**config.mk**
```make
export PLATFORM = sky130hd
export DESIGN_NAME = uart_tx
export DESIGN_NICKNAME = d
export VERILOG_FILES = /design/src/rtl/uart_pkg.sv /design/src/rtl/uart_tx_fifo.sv /design/src/rtl/uart_tx.sv
export SDC_FILE = /design/constraint.sdc
export NUM_CORES = 1
export LEC_CHECK = 0
export CELL_PAD_IN_SITES_DETAIL_PLACEMENT = 2
export CELL_PAD_IN_SITES_GLOBAL_PLACEMENT = 2
export CORE_AREA = 5 5 99 101
export DETAILED_ROUTE_END_ITERATION = 16
export DIE_AREA = 0 0 104 106
export PLACE_DENSITY = 0.7
export SYNTH_ARGS = -nofsm -noshare
export SYNTH_HDL_FRONTEND = slang
export SYNTH_HIERARCHICAL = 1
export SYNTH_SLANG_ARGS = --single-unit
```
**constraint.sdc**
```tcl
create_clock -name clk -period 3.45 [get_ports clk]
set_input_delay 0.5175 -clock clk [delete_from_list [all_inputs] [get_ports clk]]
set_output_delay 0.5175 -clock clk [all_outputs]
set_load 0.02 [all_outputs]
```
**src/rtl/uart_pkg.sv**
```systemverilog
// uart_pkg: constants and FSM state type shared by the UART transmit and receive sides.
package uart_pkg;
    localparam int CLK_FREQ   = 12000000;
    localparam int BAUD       = 9600;
    localparam int DIV        = CLK_FREQ / BAUD;
    localparam int FRAME_BITS = 10;
    typedef enum logic [1:0] {IDLE, START, DATA, STOP} uart_state_t;
endpackage

```
**src/rtl/uart_tx_fifo.sv**
```systemverilog
// uart_tx_fifo: synchronous byte FIFO with registered occupancy count and full/empty flags.
module uart_tx_fifo #(
    parameter int DEPTH = 4
) (
    input  logic                     clk,
    input  logic                     nrst,
    input  logic                     push,
    input  logic                     pop,
    input  logic [7:0]               wdata,
    output logic [7:0]               rdata,
    output logic [$clog2(DEPTH):0]   count,
    output logic                     full,
    output logic                     empty
);
    localparam int AW = $clog2(DEPTH);
    logic [7:0]    mem [DEPTH];
    logic [AW-1:0] wptr, rptr;
    logic          do_push, do_pop;
    assign full    = count == (AW+1)'(DEPTH);
    assign empty   = count == '0;
    // Full is judged on the registered count, so a same-edge pop never frees room for a push.
    assign do_push = push && !full;
    assign do_pop  = pop && !empty;
    assign rdata   = mem[rptr];
    always_ff @(posedge clk) begin
        if (!nrst) begin
            wptr  <= '0;
            rptr  <= '0;
            count <= '0;
        end else begin
            if (do_push) begin
                mem[wptr] <= wdata;
                wptr      <= wptr + 1'b1;
            end
            if (do_pop) rptr <= rptr + 1'b1;
            count <= count + (AW+1)'(do_push) - (AW+1)'(do_pop);
        end
    end
endmodule

```
**src/rtl/uart_tx.sv**
```systemverilog
// uart_tx: buffered 8N1 UART transmitter; FIFO front end, FSM, baud counter and shift register.
module uart_tx #(
    parameter int CLK_FREQ   = uart_pkg::CLK_FREQ,
    parameter int BAUD       = uart_pkg::BAUD,
    parameter int FIFO_DEPTH = 4
) (
    input  logic                          clk,
    input  logic                          nrst,
    input  logic [7:0]                    tx_data,
    input  logic                          tx_valid,
    output logic                          tx_ready,
    output logic                          tx_serial,
    output logic                          tx_busy,
    output logic [$clog2(FIFO_DEPTH):0]   fifo_count
);
    import uart_pkg::*;
    localparam int BIT_CYC = CLK_FREQ / BAUD;
    uart_state_t state;
    logic [10:0] baud_cnt;
    logic [2:0]  bit_idx;
    logic [7:0]  shift, head;
    logic        full, empty, pop, bit_done;
    assign bit_done = baud_cnt == 11'(BIT_CYC - 1);
    assign pop      = !empty && (state == IDLE || (state == STOP && bit_done));
    assign tx_ready = !full;
    uart_tx_fifo #(.DEPTH(FIFO_DEPTH)) u_fifo (
        .clk   (clk),
        .nrst  (nrst),
        .push  (tx_valid),
        .pop   (pop),
        .wdata (tx_data),
        .rdata (head),
        .count (fifo_count),
        .full  (full),
        .empty (empty)
    );
    // Line outputs are registered from the current state, so they trail the state by one cycle.
    always_ff @(posedge clk) begin
        if (!nrst) begin
            state     <= IDLE;
            baud_cnt  <= '0;
            bit_idx   <= '0;
            shift     <= '0;
            tx_serial <= 1'b1;
            tx_busy   <= 1'b0;
        end else begin
            tx_busy   <= state != IDLE;
            tx_serial <= state == START ? 1'b0 : state == DATA ? shift[0] : 1'b1;
            baud_cnt  <= bit_done || state == IDLE ? '0 : baud_cnt + 11'd1;
            case (state)
                IDLE: if (pop) begin
                    shift <= head;
                    state <= START;
                end
                START: if (bit_done) begin
                    bit_idx <= '0;
                    state   <= DATA;
                end
                DATA: if (bit_done) begin
                    shift   <= shift >> 1;
                    bit_idx <= bit_idx + 3'd1;
                    if (bit_idx == 3'd7) state <= STOP;
                end
                STOP: if (bit_done) begin
                    if (pop) shift <= head;
                    state <= pop ? START : IDLE;
                end
                default: state <= IDLE;
            endcase
        end
    end
endmodule

```
==> flow_summary.ini, run 1 <==
[power_and_ir_drop]
cellPowerDensity_nw_per_um2 = 716
max-vdd-ir-drop_v = 0.000264
power.share.combinational_pct = 29.6
internal_power_mw = 1.64
netSwitchingPower_uw = 814
sw_frac_of_total_pct = 33.1
leakage_power_nw = 1.27
total_power_mw = 2.46
sequential_share_of_power_pct = 42.7
clockPowerShare_pct = 27.7

[sta]
worst_pin_slew_ns = 0.729
finalCritPeriodShare_pct = 87.0
finalSetupViolations = 0
totalNegativeSetupSlack_ns = 0
max_freq_ghz = 0.333
finalCriticalPeriod_ns = 3.00
timing.clock.skew_ns = 0.00771
setup_repair_after_global_routing_missed_its_margin = no
timing.max_slew.rel_slack_pct = 51.2
slew_viol_final = 0
finalHoldViolations = 0

[clock_tree]
cts.reportedPaths.clkPinSlew_ns = 0.08
ctsLongestPathBuffers = 2
tritoncts = done
root_buffer = clkbuf_8
clk-insertion-delay-late_ns = 0.35
clock_sinks = 67
ctsHoldBuffers = 0
post_cts_resized = 0
cts_made_buffers = 9
cts.repair_timing.setup_buffer_count = 0
htreeDepth = 3

[grt]
globalRouteTotalUtil_pct = 11.7
grt_pass1_vias = 2024
gr-total-overflow = 0
grt_pass1_wl_um = 10200
initial_antenna_violation_count = 0
grt_start_max_net_pins = 21

[die]
core_region_area_um2 = 8930
die-width_um = 104
io-pin-count = 17
die_y_um = 106
num_rows = 35
fp.dieArea_um2 = 11000
floorplan.initialDensity_pct = 33.2

[outcome]
status = finished clean

[cells_and_area]
mostFrequentLayoutCell = dfxtp_1
final_layout_size_suffix_gt1_share_pct = 12.6
antennaDiodeCount = 0
most-common-layout-cells = 35 x dfxtp_1, 32 x edfxtp_1, 17 x nand2_1
final_area_um2 = 3430
layout.filler_cells = 951
layout.core_utilization_pct = 38.4
layout.nets = 277
layout-area-overhead-vs-synth_pct = 15.7

[synth]
synth_async_sr_flop_share_pct = 0
number_of_synthesized_flops_with_an_enable_pin = 32
synthesis.yosys.warnings = 6
syn_inst = 230
synth_seq_area_share_pct = 56.0
yosys_register_bits = 67
syn-mean-instance-area_um2 = 12.9
dominantRegCellSynth = dfxtp_1
syn_nets = 258
synth.cell_area_um2 = 2970
synth.lib_cells_used.distinct = 42

[placement]
finalWeightedCongestion = 0.695
detailed_place.area_um2 = 3230
port_buffers = 16
half_perimeter_wire_length_after_placement_um = 4080

[critical_path]
timing.rr.start = u_fifo/count[1]
reg2regPathDepth = 13
worst-setup-path-type = reg -> reg
worstPathArrival_ns = 3.25
reg2reg_to = u_fifo/count[2]
critical_path_required_ns = 3.70
timing.critical_path.from_type = flip-flop
critical_path.endpoint_type = flip-flop
critPathCapture = u_fifo/count[2]
worst-r2r-setup-slack_ns = 0.45
critical_path_peak_fanout = 7
crit_path_start = u_fifo/count[1]

[drt]
ant_nets = 0
drt_iter0_markers = 58
drcViolationCount = 0
num_vias = 1775
route.final.wire_length_um = 5730
wl_per_cell_um = 15.7
vias_per_cell = 4.86
detail_route.first_pass.iterations = 3

[flow_run]
drv_cap = 0

[worst_hold_path]
hold_path.class = reg -> reg
-- cell usage after synthesis (7+ instances only) --
library cell | instances | area [µm²]
mux2i_1 | 10 | 100
clkbuf_1 | 7 | 26.3
o211a_1 | 7 | 70.1
inv_1 | 9 | 33.8
mux4_2 | 8 | 180
nor2_1 | 15 | 56.3
dfxtp_1 | 35 | 701
nand2_1 | 17 | 63.8
nor2b_1 | 11 | 68.8
ha_1 | 16 | 200
edfxtp_1 | 32 | 961
-- stage by stage --
stage	cells	setup slack, ns	hold slack, ns
2_1_floorplan	230	0.639	0.445
3_3_place_gp	349	0.532	0.465
3_5_place_dp	349	0.418	0.470
4_1_cts	365	0.409	0.488
6_report	365	0.449	0.485
5_1_grt	365	0.112	0.511
-- sequential cells by signal, indices dropped and copies added, names as in the netlist, named ones only --
| register | flops |
|---|---|
| tx_serial | 1 |
| u_fifo/wptr | 2 |
| u_fifo/rptr | 2 |
| u_fifo/mem | 32 |
| u_fifo/count | 3 |
| bit_idx | 3 |
| tx_busy | 1 |
| state | 2 |
| shift | 8 |
| baud_cnt | 11 |
-- cells by family after synthesis --
kind of cell	after synthesis	synth area share, %
buffers and inverters	19	2.95
multiplexers	18	9.45
AO/OA/AOI/OAI	23	6.37
AND/OR/NAND/NOR	75	14.5
adder cells (fa/ha/maj)	17	7.43
XOR/XNOR	11	3.25
flip-flops	67	56.0
-- layer usage --
metal	track usage, %	share of wire, %	routed length, µm	vias up
met5	0	0	0	-
met3	4.55	3.8	219	5
met4	3.61	0.92	53	0
met2	19.9	51	2930	24
met1	13.7	44	2530	879
li1	-	-	-	867
-- worst max-delay path, stage by stage, from the launching register on --
cell and delay [ns]:
dfxtp_1 0.39, nor3_2 0.41, nor2b_1 0.12, nand4_1 0.18, or2b_1 0.30, nor2b_1 0.17
ha_1 0.29, inv_1 0.05, ha_1 0.14, inv_1 0.05, fa_1 0.37, xnor2_1 0.15
xnor2_1 0.13, and2_1 0.15
-- layout make-up --
type                       instances  area (µm²)  area share, %
tap                              111         139           4.05
clock inverter                     7        81.3           2.37
sequential                        67        1660           48.4
timing repair buffer              18         175           5.11
multi-input combinational        144        1220           35.4
inverter                           9        33.8          0.985
clock buffer                       9         124           3.61
-- power groups by stage --
stage               sequential, mW  clock [mW]  combinational, mW
finish                        1.05       0.681              0.727
global route                  1.07       0.755              0.835
CTS                           1.05       0.719              0.751
detailed placement            1.07           0              0.744
global placement              1.07           0              0.722
floorplan                     1.05           0              0.570
-- worst min-delay path by stage --
stage	startpoint	end	slack, ns	cells after the start
final	shift[7]	shift[7]	0.49	2
after global routing	shift[7]	shift[7]	0.51	2
after CTS	shift[7]	shift[7]	0.49	2
after detailed placement	shift[7]	shift[7]	0.47	2
after global placement	baud_cnt[0]	baud_cnt[0]	0.46	1
after floorplan	baud_cnt[0]	baud_cnt[0]	0.45	1
Note: power is estimated with default switching activity, not from simulation.
==> run 2: changes to the inputs <==
--- a/config.mk
+++ b/config.mk
@@ -7,10 +7,11 @@
 export LEC_CHECK = 0
 export CELL_PAD_IN_SITES_DETAIL_PLACEMENT = 2
 export CELL_PAD_IN_SITES_GLOBAL_PLACEMENT = 2
-export CORE_AREA = 5 5 99 101
+export CORE_AREA = 10 10 104 106
 export DETAILED_ROUTE_END_ITERATION = 16
-export DIE_AREA = 0 0 104 106
+export DIE_AREA = 0 0 114 116
 export PLACE_DENSITY = 0.7
+export SLEW_MARGIN = 0
 export SYNTH_ARGS = -nofsm -noshare
 export SYNTH_HDL_FRONTEND = slang
 export SYNTH_HIERARCHICAL = 1
==> constraint.sdc (replaced) <==
create_clock -name clk -period 3.3 [get_ports clk]
set_input_delay 0.495 -clock clk [delete_from_list [all_inputs] [get_ports clk]]
set_output_delay 0.495 -clock clk [all_outputs]
set_load 0.02 [all_outputs]
==> flow_summary.ini, run 2 (synthesis gave the netlist of run 1 again) <==
[grt]
gr-total-overflow = 0
grt_start_max_net_pins = 18
grt_pass1_wl_um = 11000
initial_antenna_violation_count = 0
grt_pass1_vias = 2077
globalRouteTotalUtil_pct = 10.7

[power_and_ir_drop]
max-vdd-ir-drop_v = 0.000457
total_power_mw = 2.61
cellPowerDensity_nw_per_um2 = 758
leakage_power_nw = 1.28

[placement]
detailed_place.area_um2 = 3240
port_buffers = 16
dpl_worst_slack_ns = 0.269
finalWeightedCongestion = 0.709
half_perimeter_wire_length_after_placement_um = 4630

[drt]
vias_per_cell = 4.99
drcViolationCount = 0
drt_iter0_markers = 67
wl_per_cell_um = 17.6
route.final.wire_length_um = 6410
num_vias = 1818
detail_route.first_pass.iterations = 4
ant_nets = 0

[critical_path]
critPathCapture = u_fifo/count[2]
worst-setup-path-type = reg -> reg
cp_num_buf_inv = 2
timing.critical_path.from_type = flip-flop
critical_path.top_delay_family = simple AND/OR/NAND/NOR gates
timing.critical_path.slowest_cell_delay_ns = 0.45
reg2regPathDepth = 13
path_cells = ha_1 -> nor2b_1 -> nand4_1 -> or2b_1 -> nor2b_1 -> ha_1 -> inv_1 -> ha_1 -> inv_1 -> fa_1 -> xnor2_1 -> xnor2_1 -> and2_1
timing.rr.start = state[0]
worstPathArrival_ns = 3.21
critical_path_required_ns = 3.55
critical_path_cell_count = 13
crit_path_start = state[0]
reg2reg_to = u_fifo/count[2]
critical_path.endpoint_type = flip-flop
worst-r2r-setup-slack_ns = 0.33
most_frequent_cell_on_the_critical_path = ha_1
crit_slowest_cell = dfxtp_1
critical_path_peak_fanout = 7

[sta]
finalCritPeriodShare_pct = 89.9
setup_repair_after_global_routing_missed_its_margin = no
slew_viol_final = 0
timing.clock.skew_ns = 0.00928
finalHoldViolations = 0
finalSetupViolations = 0
worst_pin_slew_ns = 0.740
fin_hold_ws_ns = 0.487
max_freq_ghz = 0.337
totalNegativeSetupSlack_ns = 0
fin_ws_ns = 0.333
timing.max_slew.rel_slack_pct = 50.7
finalCriticalPeriod_ns = 2.97

[cells_and_area]
layout.nets = 279
layout-area-overhead-vs-synth_pct = 16.1
largest_reg_flops = 32
most-common-layout-cells = 35 x dfxtp_1, 32 x edfxtp_1, 17 x nand2_1
largest-register = u_fifo/mem
area.sequential_um2 = 1660
final_area_um2 = 3440
layout.filler_cells = 908
final_layout_size_suffix_gt1_share_pct = 13.3
multi_input_comb_area_um2 = 1220
mostFrequentLayoutCell = dfxtp_1
antennaDiodeCount = 0
reg_top3 = u_fifo/mem: 32 flops, baud_cnt: 11 flops, shift: 8 flops

[die]
die-width_um = 114
die_y_um = 116
io-pin-count = 17
floorplan.initialDensity_pct = 34.2
core_region_area_um2 = 8680
fp.dieArea_um2 = 13200
num_rows = 34

[clock_tree]
root_buffer = clkbuf_8
clock_sinks = 67
cts.repair_timing.setup_buffer_count = 0
tritoncts = done
cts_made_buffers = 9
cts.reportedPaths.clkPinSlew_ns = 0.08
post_cts_resized = 0
clk-insertion-delay-late_ns = 0.35
ctsHoldBuffers = 0
htreeDepth = 3
ctsLongestPathBuffers = 2

[worst_hold_path]
hold_path.class = reg -> reg

[outcome]
status = finished clean

[flow_run]
drv_cap = 0
run 2: cell count changes in the layout (fill, tap and decap cells not counted), sizes merged:
cell | before | now
clkinv | 2 | 1
buf | 2 | 4
clkinvlp | 0 | 1
run 2: routing by layer:
metal / wire, µm / track usage, % / vias to the layer above
li1: - / - / 870
met1: 2900 / 12.6 / 915
met2: 3200 / 17.9 / 24
met3: 198 / 3.36 / 9
met4: 112 / 4.26 / 0
met5: 0 / 0 / -
run 2: worst min-delay path, cell delays in order (launching register included):
cell	delay, ns
dfxtp_1	0.31
nand2_1	0.06
o22ai_1	0.07
run 2: metrics by stage:
stage	utilization [%]	cells
floorplan	-	230
global placement	37.3	348
detailed placement	37.3	348
CTS	39.7	364
global route	39.7	364
finish	39.7	364
run 2: how the worst min path moves through the flow:
| stage | cells after the start | startpoint | slack [ns] | to |
|---|---|---|---|---|
| floorplan | 1 | baud_cnt[0] | 0.45 | baud_cnt[0] |
| global placement | 1 | baud_cnt[0] | 0.46 | baud_cnt[0] |
| detailed placement | 2 | shift[7] | 0.48 | shift[7] |
| CTS | 2 | shift[7] | 0.49 | shift[7] |
| global route | 2 | shift[7] | 0.51 | shift[7] |
| finish | 2 | shift[7] | 0.49 | shift[7] |
run 2: cell type report:
class,count,share of cell area (%)
repair buffers,20,5.53
multi-input cells,144,35.3
clock inverters,7,2.36
flip-flops and latches,67,48.3
inverters,9,0.981
clock buffers,9,3.60
well taps,108,3.93
run 2: report_power, final:
| part | leakage (nW) | total [mW] | internal, mW | switching (mW) |
|---|---|---|---|---|
| Clock | 0.101 | 0.714 | 0.361 | 0.353 |
| Sequential | 0.576 | 1.10 | 0.992 | 0.111 |
| Combinational | 0.599 | 0.791 | 0.375 | 0.416 |
| Total | 1.28 | 2.61 | 1.73 | 0.880 |
